### src/rtl/vram_prefetch_pkg.sv
// Shared constants and FSM encoding for the VRAM prefetch path.
// Latency: n/a (declarations only).
// Backpressure: n/a.
package vram_prefetch_pkg;

    localparam int         GC_BPP          = 4;
    localparam int         GC_PIX_PER_WORD = 8;
    localparam logic [3:0] GC_WB_SEL_ALL   = 4'hF;

    typedef enum logic [1:0] {
        ST_IDLE  = 2'd0,
        ST_REQ   = 2'd1,
        ST_FLUSH = 2'd2
    } state_t;

endpackage

### src/rtl/gc_sync_fifo.sv
// Synchronous show-ahead FIFO with a clear that empties it in one cycle.
// Latency: push visible at head/count on the cycle after the push edge.
// Backpressure: push ignored when full, pop ignored when empty; clear wins over both.
module gc_sync_fifo #(
    parameter int WIDTH = 32,
    parameter int DEPTH = 16
) (
    input  logic                   clk,
    input  logic                   rst_n,
    input  logic                   push,
    input  logic [WIDTH-1:0]       push_dat,
    input  logic                   pop,
    input  logic                   clear,
    output logic [WIDTH-1:0]       head,
    output logic [$clog2(DEPTH):0] count,
    output logic                   full,
    output logic                   empty
);

    localparam int             AW       = $clog2(DEPTH);
    localparam logic [AW:0]    FULL_CNT = DEPTH[AW:0];

    logic [WIDTH-1:0] mem [DEPTH];
    logic [AW-1:0]    wr_ptr;
    logic [AW-1:0]    rd_ptr;
    logic             do_push;
    logic             do_pop;

    assign full    = (count == FULL_CNT);
    assign empty   = (count == '0);
    assign do_push = push && !full;
    assign do_pop  = pop && !empty;
    assign head    = mem[rd_ptr];

    // Pointer and occupancy bookkeeping; simultaneous push+pop leaves count unchanged.
    always_ff @(posedge clk) begin
        if (!rst_n || clear) begin
            wr_ptr <= '0;
            rd_ptr <= '0;
            count  <= '0;
        end else begin
            if (do_push) wr_ptr <= wr_ptr + 1'b1;
            if (do_pop)  rd_ptr <= rd_ptr + 1'b1;
            unique case ({do_push, do_pop})
                2'b10:   count <= count + 1'b1;
                2'b01:   count <= count - 1'b1;
                default: count <= count;
            endcase
        end
    end

    // Storage array; contents need no reset since count gates visibility.
    always_ff @(posedge clk) begin
        if (do_push) mem[wr_ptr] <= push_dat;
    end

endmodule

### src/rtl/vram_prefetch.sv
// Wishbone read master streaming the frame buffer into a word FIFO, unpacked to 4-bit pixels.
// Latency: ack -> word pushed at that edge -> pix_valid high the following cycle.
// Backpressure: no request while the FIFO is full; optional VRAM_PREFETCH_STATS_EN adds underflow_cnt.
module vram_prefetch
    import vram_prefetch_pkg::*;
#(
    parameter int FIFO_DEPTH  = 16,
    parameter int FRAME_WORDS = 38400
) (
    input  logic              clk,
    input  logic              rst_n,
    input  logic              enable,
    input  logic [31:0]       base_addr,
    input  logic              frame_start,
    input  logic              pix_rd,
    output logic [GC_BPP-1:0] pix_color,
    output logic              pix_valid,
    output logic              underflow,
    output logic [31:0]       wb_adr_o,
    output logic [31:0]       wb_dat_o,
    output logic [3:0]        wb_sel_o,
    output logic              wb_we_o,
    output logic              wb_cyc_o,
    output logic              wb_stb_o,
    input  logic [31:0]       wb_dat_i,
    input  logic              wb_ack_i
`ifdef VRAM_PREFETCH_STATS_EN
    ,
    output logic [15:0]       underflow_cnt
`endif
);

    localparam int         CW       = $clog2(FIFO_DEPTH) + 1;
    localparam logic [2:0] LAST_NIB = 3'(GC_PIX_PER_WORD - 1);

    state_t          state;
    state_t          state_nxt;
    logic            cyc;
    logic            push;
    logic            clear;
    logic            pop;
    logic            pix_take;
    logic [15:0]     word_cnt;
    logic [2:0]      nib_idx;
    logic [4:0]      nib_lo;
    logic [31:0]     base_lat;
    logic [31:0]     base_pend;
    logic            fs_pend;
    logic [31:0]     fifo_head;
    logic [CW-1:0]   fifo_cnt;
    logic            fifo_full_unused;  // the count gate already keeps pushes off a full FIFO
    logic            fifo_empty;
    logic            fetch_ok;

    assign fetch_ok = enable && (word_cnt < 16'(FRAME_WORDS)) && (fifo_cnt < CW'(FIFO_DEPTH));

    // State register.
    always_ff @(posedge clk) begin
        if (!rst_n) state <= ST_IDLE;
        else        state <= state_nxt;
    end

    // Next-state, bus strobe, push and clear decode.
    // A frame_start that coincides with an ack drops that word and clears straight away;
    // an enable drop coinciding with an ack lets the word land normally.
    always_comb begin
        state_nxt = state;
        cyc       = 1'b0;
        push      = 1'b0;
        clear     = 1'b0;
        unique case (state)
            ST_IDLE: begin
                if (frame_start)   clear     = 1'b1;
                else if (fetch_ok) state_nxt = ST_REQ;
            end
            ST_REQ: begin
                cyc = 1'b1;
                if (frame_start) begin
                    if (wb_ack_i) begin
                        clear     = 1'b1;
                        state_nxt = ST_IDLE;
                    end else begin
                        state_nxt = ST_FLUSH;
                    end
                end else if (wb_ack_i) begin
                    push      = 1'b1;
                    state_nxt = ST_IDLE;
                end else if (!enable) begin
                    state_nxt = ST_FLUSH;
                end
            end
            ST_FLUSH: begin
                cyc = 1'b1;
                if (wb_ack_i) begin
                    clear     = fs_pend || frame_start;
                    state_nxt = ST_IDLE;
                end
            end
            default: state_nxt = ST_IDLE;
        endcase
    end

    // Frame bookkeeping: word counter, base latch and a frame_start deferred past a flush.
    always_ff @(posedge clk) begin
        if (!rst_n) begin
            word_cnt  <= '0;
            base_lat  <= '0;
            base_pend <= '0;
            fs_pend   <= 1'b0;
        end else if (clear) begin
            word_cnt  <= '0;
            base_lat  <= frame_start ? base_addr : base_pend;
            fs_pend   <= 1'b0;
        end else begin
            if (push) word_cnt <= word_cnt + 16'd1;
            if (frame_start) begin
                fs_pend   <= 1'b1;
                base_pend <= base_addr;
            end
        end
    end

    gc_sync_fifo #(
        .WIDTH (32),
        .DEPTH (FIFO_DEPTH)
    ) u_fifo (
        .clk      (clk),
        .rst_n    (rst_n),
        .push     (push),
        .push_dat (wb_dat_i),
        .pop      (pop),
        .clear    (clear),
        .head     (fifo_head),
        .count    (fifo_cnt),
        .full     (fifo_full_unused),
        .empty    (fifo_empty)
    );

    // Pixel 0 sits in the top nibble, so the low bit of the slice is 4*(7-nib_idx).
    assign nib_lo    = {~nib_idx, 2'b00};
    assign pix_valid = !fifo_empty;
    assign pix_color = fifo_empty ? '0 : fifo_head[nib_lo +: GC_BPP];
    assign pix_take  = pix_rd && !fifo_empty;
    assign pop       = pix_take && (nib_idx == LAST_NIB);

    // Nibble pointer within the head word; wraps to 0 as the word is popped.
    always_ff @(posedge clk) begin
        if (!rst_n || clear) nib_idx <= '0;
        else if (pix_take)   nib_idx <= nib_idx + 3'd1;
    end

    // Sticky underflow flag; a same-cycle underflow survives the frame_start clear.
    always_ff @(posedge clk) begin
        if (!rst_n) begin
            underflow <= 1'b0;
        end else begin
            if (frame_start)           underflow <= 1'b0;
            if (pix_rd && fifo_empty)  underflow <= 1'b1;
        end
    end

`ifdef VRAM_PREFETCH_STATS_EN
    // Saturating count of starved pixel reads, cleared only by reset.
    always_ff @(posedge clk) begin
        if (!rst_n)
            underflow_cnt <= '0;
        else if (pix_rd && fifo_empty && (underflow_cnt != 16'hFFFF))
            underflow_cnt <= underflow_cnt + 16'd1;
    end
`endif

    assign wb_adr_o = base_lat + {14'd0, word_cnt, 2'b00};
    assign wb_dat_o = '0;
    assign wb_sel_o = GC_WB_SEL_ALL;
    assign wb_we_o  = 1'b0;
    assign wb_cyc_o = cyc;
    assign wb_stb_o = cyc;

endmodule

### config.mk
export PLATFORM = sky130hd
export DESIGN_NAME = vram_prefetch
export DESIGN_NICKNAME = d
export VERILOG_FILES = /design/src/rtl/vram_prefetch_pkg.sv /design/src/rtl/gc_sync_fifo.sv /design/src/rtl/vram_prefetch.sv
export SDC_FILE = /design/constraint.sdc
export NUM_CORES = 1
export LEC_CHECK = 0
export ABC_AREA = 1
export BUFFER_PORTS_ARGS = -buffer_cell sky130_fd_sc_hd__buf_2
export CAP_MARGIN = 5
export CORE_MARGIN = 8
export CORE_UTILIZATION = 60
export CTS_CLUSTER_SIZE = 20
export DETAILED_ROUTE_END_ITERATION = 16
export GPL_ROUTABILITY_DRIVEN = 0
export PLACE_DENSITY = 0.79
export SYNTH_ARGS = -nofsm -noshare
export SYNTH_HDL_FRONTEND = slang
export SYNTH_SLANG_ARGS = --single-unit
### constraint.sdc
create_clock -name clk -period 4.6 [get_ports clk]
set_input_delay 0.92 -clock clk [delete_from_list [all_inputs] [get_ports clk]]
set_output_delay 0.92 -clock clk [all_outputs]
set_load 0.05 [all_outputs]
After elaboration in Yosys (flattened, before gate mapping)
Memories as Yosys holds them, arrays and structs flattened. A register that Yosys moved wholly into a read port is not among the register bits.
Index checks and enable logic that the tools add are counted.
- add/sub/neg operators: 7
- order comparisons: 2
- eq/ne operators: 10
- shifts and indexed selects: 1
- muxes and demuxes: 25
- bitwise gates (word level): 2
- reduce and logical (&&, ||, !) cells: 19
- operators with widths (cell ; count):
    32-bit by 18-bit adder with 32-bit output ; 1
    32-bit two-way mux ; 1
    32-bit by 6-bit variable part select with 4-bit output ; 1
    16-bit by 1-bit adder with 16-bit output, second input constant ; 1
    16-bit less-than comparator, second input constant ; 1
    2-bit two-way mux ; 7
    4-bit two-way mux ; 3
    1-bit two-way mux ; 11
    5-bit case mux with 2 select lines ; 1
    4-bit by 1-bit adder with 4-bit output, second input constant ; 2
    1-bit logical AND ; 7
    2-bit inequality test, second input constant ; 3
    2-bit case mux with 3 select lines ; 1
    5-bit by 1-bit adder with 5-bit output, second input constant ; 1
    5-bit equality test, second input constant ; 1
    5-bit zero test ; 1
    5-bit less-than comparator, second input constant ; 1
    5-bit by 1-bit subtractor with 5-bit output, second input constant ; 1
    2-bit by 1-bit equality test with 1-bit output, second input constant ; 2
    2-bit equality test, second input constant ; 2
    4-bit inequality test, second input constant ; 1
    4-bit AND reduction ; 1
    2-bit nonzero test ; 2
    2-bit OR reduction ; 2
    other kinds (8) ; 11
- bits in registers: 100
- RAM bits: 512
- bits of input ports: 70
- output and inout port bits: 77
- word-level logic and storage cells: 77
- memories: 1
- memories (memory ; words ; width ; read ports ; clocked after memory_dff ; write ports ; line ; source):
    u_fifo.mem ; 16 ; 32 ; 1 ; 1 ; 1 ; gc_sync_fifo.sv:23 ; logic [WIDTH-1:0] mem [DEPTH];

Depth between registers and ports, before layout
Gate-level depths: netlist of run 1.
- depth in word-level cells: 7
- depth in mapped cells: 16
- depth with buffers taken out: 16

Modules after synthesis
A second synthesis of run 1 with hierarchy kept.
- cells, all modules: 2475
- area, all modules: 27435.1 um^2
- by module, submodules not included (module ; instances ; cells each ; area an instance (um^2) ; seq. area each (um^2)):
    gc_sync_fifo ; 1 ; 1483 ; 21424.3 ; 15715.1
    vram_prefetch ; 1 ; 992 ; 6010.8 ; 1741.7

Worst setup path before layout of run 1
OpenSTA, ideal clock, no wires.
- path type: input to register
- start point: in frame_start
- end point: mem u_fifo.mem[11][0], enable pin
- arrival time: 3076 ps
- slack: 1103 ps
- stages on the path: 8
- path buffers: 1
- path through: buf_6 > clkinv_4 > nand3_4 > inv_1 > nand2_2 > inv_1 > nand3_1 > nor2_1
- cells in the longest elaborated chain, start to end: 5
- ends and longest elaborated chain (element ; line ; source):
    start, declared ; vram_prefetch.sv:14 ; input logic frame_start,
    1-bit two-way mux ; vram_prefetch.sv:78 ; if (frame_start) begin
    1-bit two-way mux ; vram_prefetch.sv:71 ; unique case (state)
    1-bit logical AND ; gc_sync_fifo.sv:31 ; assign do_push = push && !full;
    1-bit two-way mux ; gc_sync_fifo.sv:54 ; if (do_push) mem[wr_ptr] <= push_dat;
    1-bit two-way mux (not written as such) ; gc_sync_fifo.sv:54 ;
    end, declared ; gc_sync_fifo.sv:23 ;
Every way passes these cells.

==> summary.txt, run 1 <==
Sequential fraction of the synthesis area = 66.32%
Setup TNS = 0 ps
Worst R2R Setup Slack = 1680 ps
Floorplan die height = 225.5 um
TritonCTS clock tree = yes
Port Buffer Count = 109
Syn Inst Count = 2447
Crit path DAT = 3420 ps
Final HPWL DP = 38480 um
DR WL/cell = 21.43 um
P per Cell Area = 439.0 nW/um^2
Starting DRT DRC Count = 2205
Synth Area in Simple Gates = 20.32%
Final period utilization = 94.40%
Syn-to-layout area delta = 11.04%
Full die area = 50830 sq um
Critical path's largest stage delay = 560 ps
Layout net count = 2615
Slew @ Worst Pin = 1055 ps
Drt pass-1 iters = 6
Cts hold-fix bufs = 0
Largest net degree at the start of global routing = 219
CP max stage cell = dfxtp_2
Adder-Cell Fraction of Synth Area = 1.550%
DRC viols = 0
Core box area = 43170 sq um
Kind of critical path = reg2out
Worst-path cell chain = inv_2, buf_12, nand3_1, nand3_1, nand2_1, o21ai_1, nand2_1, nand3_1, nand2_1, nor2_1, buf_2
Total grt overflow = 0
Final non-filler cell total = 3149
ANT nets after route = 0
Total routing usage reported by global routing = 25.89%
Pwr Total = 12.83 mW
WP data required = 3680 ps
Outcome = complete, no violations
Post-DP Area = 27390 sq um
Largest family of logic cells by synthesized area = simple AND/OR/NAND/NOR gates
Warnings from Yosys = 0
CTS Buf Count = 58
Post-Synth XOR/XNOR Area = 1.131%
H-tree Lvls = 2
Via density = 6.056
DR vias = 19070
Asr flop ratio synth = 0%
Clock Sinks = 616
Hold WS = 486.3 ps
Post-placement cell count = 3038
Clock Tree Buf Depth = 3
Peak VDD IR = 0.0008605 V
Setup violators final = 0
CTS resizes = 0
Yosys reg bits = 616
Crit end category = output pin
CP Max Fanout = 45
Max Cap Viol = 0
Fin area = 29230 sq um
Min Tclk post-route = 4342 ps
Worst r2r path cells = 9
Syn Std Cell Area = 26320 sq um
Post-synthesis mux area share = 0.6465%
FF-to-FF End = u_fifo.mem[13][2]
Mean Syn Cell Area = 10.76 sq um
Worst r2r src = state[1]
Post-synth EDFFs = 512
Slew headroom = 29.65%
Site Rows = 76
Fillers = 3089
Initial antenna violation count = 3
Share of cells above drive strength 1 = 10.77%
Pleak = 10.75 nW
Post-synth cell types = 48
Complex-gate fraction of the synthesized area = 5.438%
Setup bufs post-CTS = 0
Die width = 225.5 um
RSZ-0062 raised after global routing = false
Ys flop type = edfxtp_1
Fin. Hold Viols = 0
CP startpoint kind = flip-flop
F_max = 0.2303 GHz
Worst Hold Class = reg2reg
CP endpoint = pix_color[3]
Clock Skew = 23.70 ps
Root Driver = clkbuf_16
First-pass GRT wire length = 102500 um
Vias in the first global route = 18390
Worst skew pair latency = 630 ps
Final wirelength = 67490 um
Num ports = 147
Slew Limit Fails = 0
CTS clk-pin slew, worst paths = 60 ps
Initial Util = 60.97%
## cells in the final DEF, fill, tap and decap left out, types with 6 or more instances in the layout
cell and instances:
a311oi_1 15, clkinv_1 18, nand3_1 450, nand2_1 628
dfxtp_1 101, nor3_1 11, xor2_1 28, a211oi_1 17
mux2i_1 17, clkbuf_1 6, xnor2_1 6, ha_1 31
buf_4 26, clkinv_2 17, o21ai_1 9, nor2_1 106
inv_1 68, nor2_4 19, buf_12 12, a31oi_1 16
edfxtp_1 512, nand4_1 9, o22ai_1 13, a21oi_1 85
o21ai_0 87, conb_1 37, clkbuf_16 58, buf_2 109
## layer usage
metal,track usage [%],vias up,routed length (um)
li1,-,8683,-
met1,33.14,9095,25240
met2,42.70,1082,32940
met3,5.374,207,6813
met4,10.94,4,2476
met5,0,-,26
## cells in the mapped netlist, types with 2 or more instances
master,n,area share [%]
dfxtp_1,104,7.9
o21ai_1,9,0.17
or2_2,4,0.095
nand2_2,2,0.048
o21ai_0,87,1.7
buf_4,43,1.2
nand3b_1,2,0.057
buf_1,25,0.36
conb_1,2,0.029
nand2_1,628,9.0
a21oi_1,85,1.6
edfxtp_1,512,58
a311oi_1,15,0.50
nor2_2,3,0.071
nand4_1,9,0.21
o21a_1,2,0.057
clkbuf_1,41,0.58
a31oi_1,16,0.38
buf_2,66,1.3
xnor2_1,6,0.20
nor2_4,3,0.13
nor2_1,122,1.7
o22ai_1,13,0.31
mux2i_1,17,0.65
ha_1,31,1.5
nand3_1,450,8.6
a21o_1,4,0.11
xor2_1,28,0.93
a211oi_1,17,0.48
nor3_1,11,0.21
inv_2,4,0.057
inv_1,70,1.0
## worst min-delay path by stage
| stage | to | slack (ps) | cells past startpoint | start |
|---|---|---|---|---|
| 2_1_floorplan | fs_pend | 440 | 2 | fs_pend |
| 3_5_place_dp | underflow | 480 | 2 | underflow |
| 5_1_grt | base_lat[0] | 510 | 2 | base_lat[0] |
| 3_3_place_gp | fs_pend | 450 | 2 | fs_pend |
| 6_report | underflow | 490 | 2 | underflow |
| 4_1_cts | underflow | 490 | 2 | underflow |
## critical path: cells and delay by family, from the launching register on
kind            cells  cell delay (ps)
simple gates        7              890
compound gates      1              150
flops               1              560
buf+inv             3             1180
## layout make-up
type	count	area, sq um	share of cell area [%]
diodes	1	2.502	0.008562
clock buffers	67	1515	5.184
clock inverters	43	321.6	1.100
inverters	76	296.5	1.015
multi-input cells	1614	7914	27.08
flip-flops and latches	616	17470	59.76
well taps	585	732.0	2.504
repair buffers	147	980.9	3.356
## power by group
part	switching, mW	internal [mW]	total (mW)
Sequential	0.170	6.27	6.44
Clock	2.05	2.58	4.63
Combinational	1.32	0.432	1.75
Total	3.55	9.28	12.8
## state kept, by name, indices dropped and copies added (netlist names), named ones only
signal         flops
base_pend         32
nib_idx            3
fs_pend            1
underflow          1
base_lat          32
u_fifo.count       5
word_cnt          16
u_fifo.wr_ptr      4
u_fifo.mem       512
u_fifo.rd_ptr      4
state              2
## metrics by stage
| stage | util (%) | worst slack [ps] |
|---|---|---|
| 6_report | 67.70 | 257.7 |
| 5_1_grt | 67.70 | 48.83 |
| 4_1_cts | 67.70 | 333.7 |
| 3_5_place_dp | 63.44 | 998.7 |
| 3_3_place_gp | 63.44 | 1005 |
| 2_1_floorplan | - | 1103 |
## cells by family after synthesis
| kind of cell | Yosys count |
|---|---|
| buffers and inverters | 252 |
| multiplexers | 17 |
| AND/OR/NAND/NOR | 1241 |
| XOR/XNOR | 34 |
| adder cells (fa/ha/maj) | 32 |
| AO/OA/AOI/OAI | 253 |
| flip-flops | 616 |
| other | 2 |
Note: power is estimated with default switching activity, not from simulation.
==> run 2, diff against run 1 <==
==> constraint.sdc (replaced) <==
create_clock -name clk -period 4.5 [get_ports clk]
set_input_delay 0.9 -clock clk [delete_from_list [all_inputs] [get_ports clk]]
set_output_delay 0.9 -clock clk [all_outputs]
set_load 0.05 [all_outputs]
==> run 2 against run 1 <==
Critical path depth increased by 1. Power rose by 2.6%. Via count up 0.35%. Non-clock buffer count up 7. Global-route usage about the same. Clock-buffer cell count up 4. Utilization up 0.24 points. Hold slack lost 14 ps. Register-to-register slack worse by 190 ps. Critical endpoint is now pix_color[2].
==> summary.txt, run 2 (synthesis results as in run 1) <==
CP startpoint kind = flip-flop
Crit end category = output pin
Post-DP Area = 27490 sq um (+0.37%)
Worst Path Buf+Inv = 2 (-1)
Clock Skew = 32.19 ps (+8.485 ps)
Worst Hold Class = reg2reg
Fin area = 29330 sq um (+0.36%)
Slew @ Worst Pin = 895.7 ps (-159.5 ps)
Floorplan die height = 225.5 um (unchanged)
CP Max Fanout = 85 (+89%)
Initial Util = 60.97% (unchanged)
Num ports = 147 (unchanged)
Core box area = 43170 sq um (unchanged)
Clock network power share = 36.3% (+0.2 points)
Met3 usage = 5.400% (+0.026 points)
First-pass GRT wire length = 102200 um (-0.30%)
Pleak = 10.79 nW (+0.30%)
RSZ-0062 raised after global routing = false
P per Cell Area = 448.9 nW/um^2 (+2.3%)
Kind of critical path = reg2out
Setup violators final = 0 (unchanged)
Gr busiest metal = met2
Share of cells above drive strength 1 = 10.72% (-0.052 points)
Setup bufs post-CTS = 0 (unchanged)
Register share of total power = 50.0% (-0.2 points)
Total routing usage reported by global routing = 25.89% (about the same)
TritonCTS clock tree = yes
Final period utilization = 94.14%
Worst r2r path cells = 15 (+6)
Total grt overflow = 0 (unchanged)
Max Cap Viol = 0 (unchanged)
Full die area = 50830 sq um (unchanged)
Largest net degree at the start of global routing = 110 (-50%)
Critical path's largest stage delay = 700 ps (+140 ps)
Most frequent cells in the layout = nand2_1, edfxtp_1, nand3_1
Min Tclk post-route = 4236 ps
GR Util met1 = 34.11% (+0.97 points)
Crit path depth = 12 (+1)
Top Registers = u_fifo.mem (512), base_lat (32), base_pend (32)
Peak VDD IR = 0.0006194 V (-28%)
Cts hold-fix bufs = 0 (unchanged)
Routing usage on met2 = 41.83% (-0.87 points)
Crit path max-delay family = simple AND/OR/NAND/NOR gates
Worst skew pair latency = 640 ps (about the same)
P_int = 9.560 mW (+3.0%)
Most common cell after layout, fill and taps aside = nand2_1
Initial antenna violation count = 4 (+1)
Site Rows = 76 (unchanged)
CTS clk-pin slew, worst paths = 60 ps (about the same)
Port Buffer Count = 109 (unchanged)
WP data required = 3600 ps (-80 ps)
Starting DRT DRC Count = 2589 (+17%)
Final HPWL DP = 38600 um (+0.32%)
Clock Tree Buf Depth = 3 (unchanged)
Fin. Hold Viols = 0 (unchanged)
Vias in the first global route = 18510 (+0.66%)
Syn-to-layout area delta = 11.44%
F_max = 0.2361 GHz
Crit path DAT = 3340 ps (-80 ps)
Layout net count = 2622 (+0.27%)
Logic gate share of total power = 13.7% (about the same)
DR vias = 19140 (+0.35%)
CP max stage cell = buf_4
Max FFs per register = 512 (unchanged)
Net switching power = 3.607 mW (+1.7%)
Die width = 225.5 um (unchanged)
Setup TNS = 0 ps (unchanged)
Clock Sinks = 616 (unchanged)
Worst-path cell chain = buf_4, nand2_1, nand3_1, nand3_1, nand3_1, nand2_1, o21ai_1, nand2_1, nand3_1, nand2_1, nor2_1, buf_2
CTS Buf Count = 58 (unchanged)
Reg with most FFs = u_fifo.mem
Via density = 6.066 (+0.16%)
Slew Limit Fails = 0 (unchanged)
DRC viols = 0 (unchanged)
Outcome = complete, no violations
CTS resizes = 0 (unchanged)
Drt pass-1 iters = 6 (unchanged)
ANT nets after route = 0 (unchanged)
Slew headroom = 40.28% (+11 points)
Root Driver = clkbuf_16
H-tree Lvls = 2 (unchanged)
DR WL/cell = 21.32 um (-0.54%)
Sw Share = 27.40% (-0.24 points)
Fillers = 3052 (-1.2%)
Final wirelength = 67260 um (-0.35%)
WHS Path Cells = 2 (unchanged)
==> run 2: changes by cell type in the layout (fill, tap and decap cells not counted), sizes merged <==
cell / delta
buf: +7
bufinv: +2
clkbuf: +4
clkinv: -8
clkinvlp: -1
diode: +3
inv: -1
==> run 2: power groups by stage <==
stage	combinational (mW)	sequential [mW]	clock, mW
after global placement	1.73	6.68	0
after detailed placement	1.77	6.70	0
after floorplan	1.36	6.64	0
after global routing	1.93	6.60	5.02
final	1.80	6.58	4.78
after CTS	1.79	6.58	4.82
==> run 2: worst min-delay path: stages (launching register included) <==
cell     delay (ps)
dfxtp_1         300
nand2_1          60
a21oi_1          60
==> run 2: final cells by class <==
class / count / area (sq um) / share of cell area, %
Sequential cell: 616 / 17470 / 59.54
Inverter: 76 / 296.5 / 1.011
Tap cell: 585 / 732.0 / 2.495
Clock buffer: 71 / 1504 / 5.127
Multi-Input combinational cell: 1614 / 7914 / 26.98
Antenna cell: 4 / 10.01 / 0.03412
Timing Repair Buffer: 154 / 1084 / 3.694
Clock inverter: 35 / 327.8 / 1.118
==> run 2: stage by stage <==
step           utilization [%]  power (mW)  cells  setup slack (ps)  hold WS, ps
6_report                 67.95       13.17   3155             263.8        472.7
5_1_grt                  67.93       13.55   3153             78.33        514.0
4_1_cts                  67.92       13.18   3151             298.4        476.4
3_5_place_dp             63.68       8.470   3045              1009        462.1
3_3_place_gp             63.68       8.413   3045              1021        449.0
2_1_floorplan                -       8.007   2482              1023        438.7
==> run 2: path summary, 6_finish.rpt <==
kind | startpoint | to | slack [ps]
worst max-delay path | flip-flop | pix_color[2] | 260
worst min register to register | underflow | underflow | 470
worst min-delay path | underflow | underflow | 470
worst max register to register | nib_idx[1] | u_fifo.count[4] | 1490
==> run 2: routing by layer <==
metal	wire, um	up-vias
li1	-	8693
met5	27	-
met2	32100	1131
met1	25570	9116
met4	2251	4
met3	7304	193
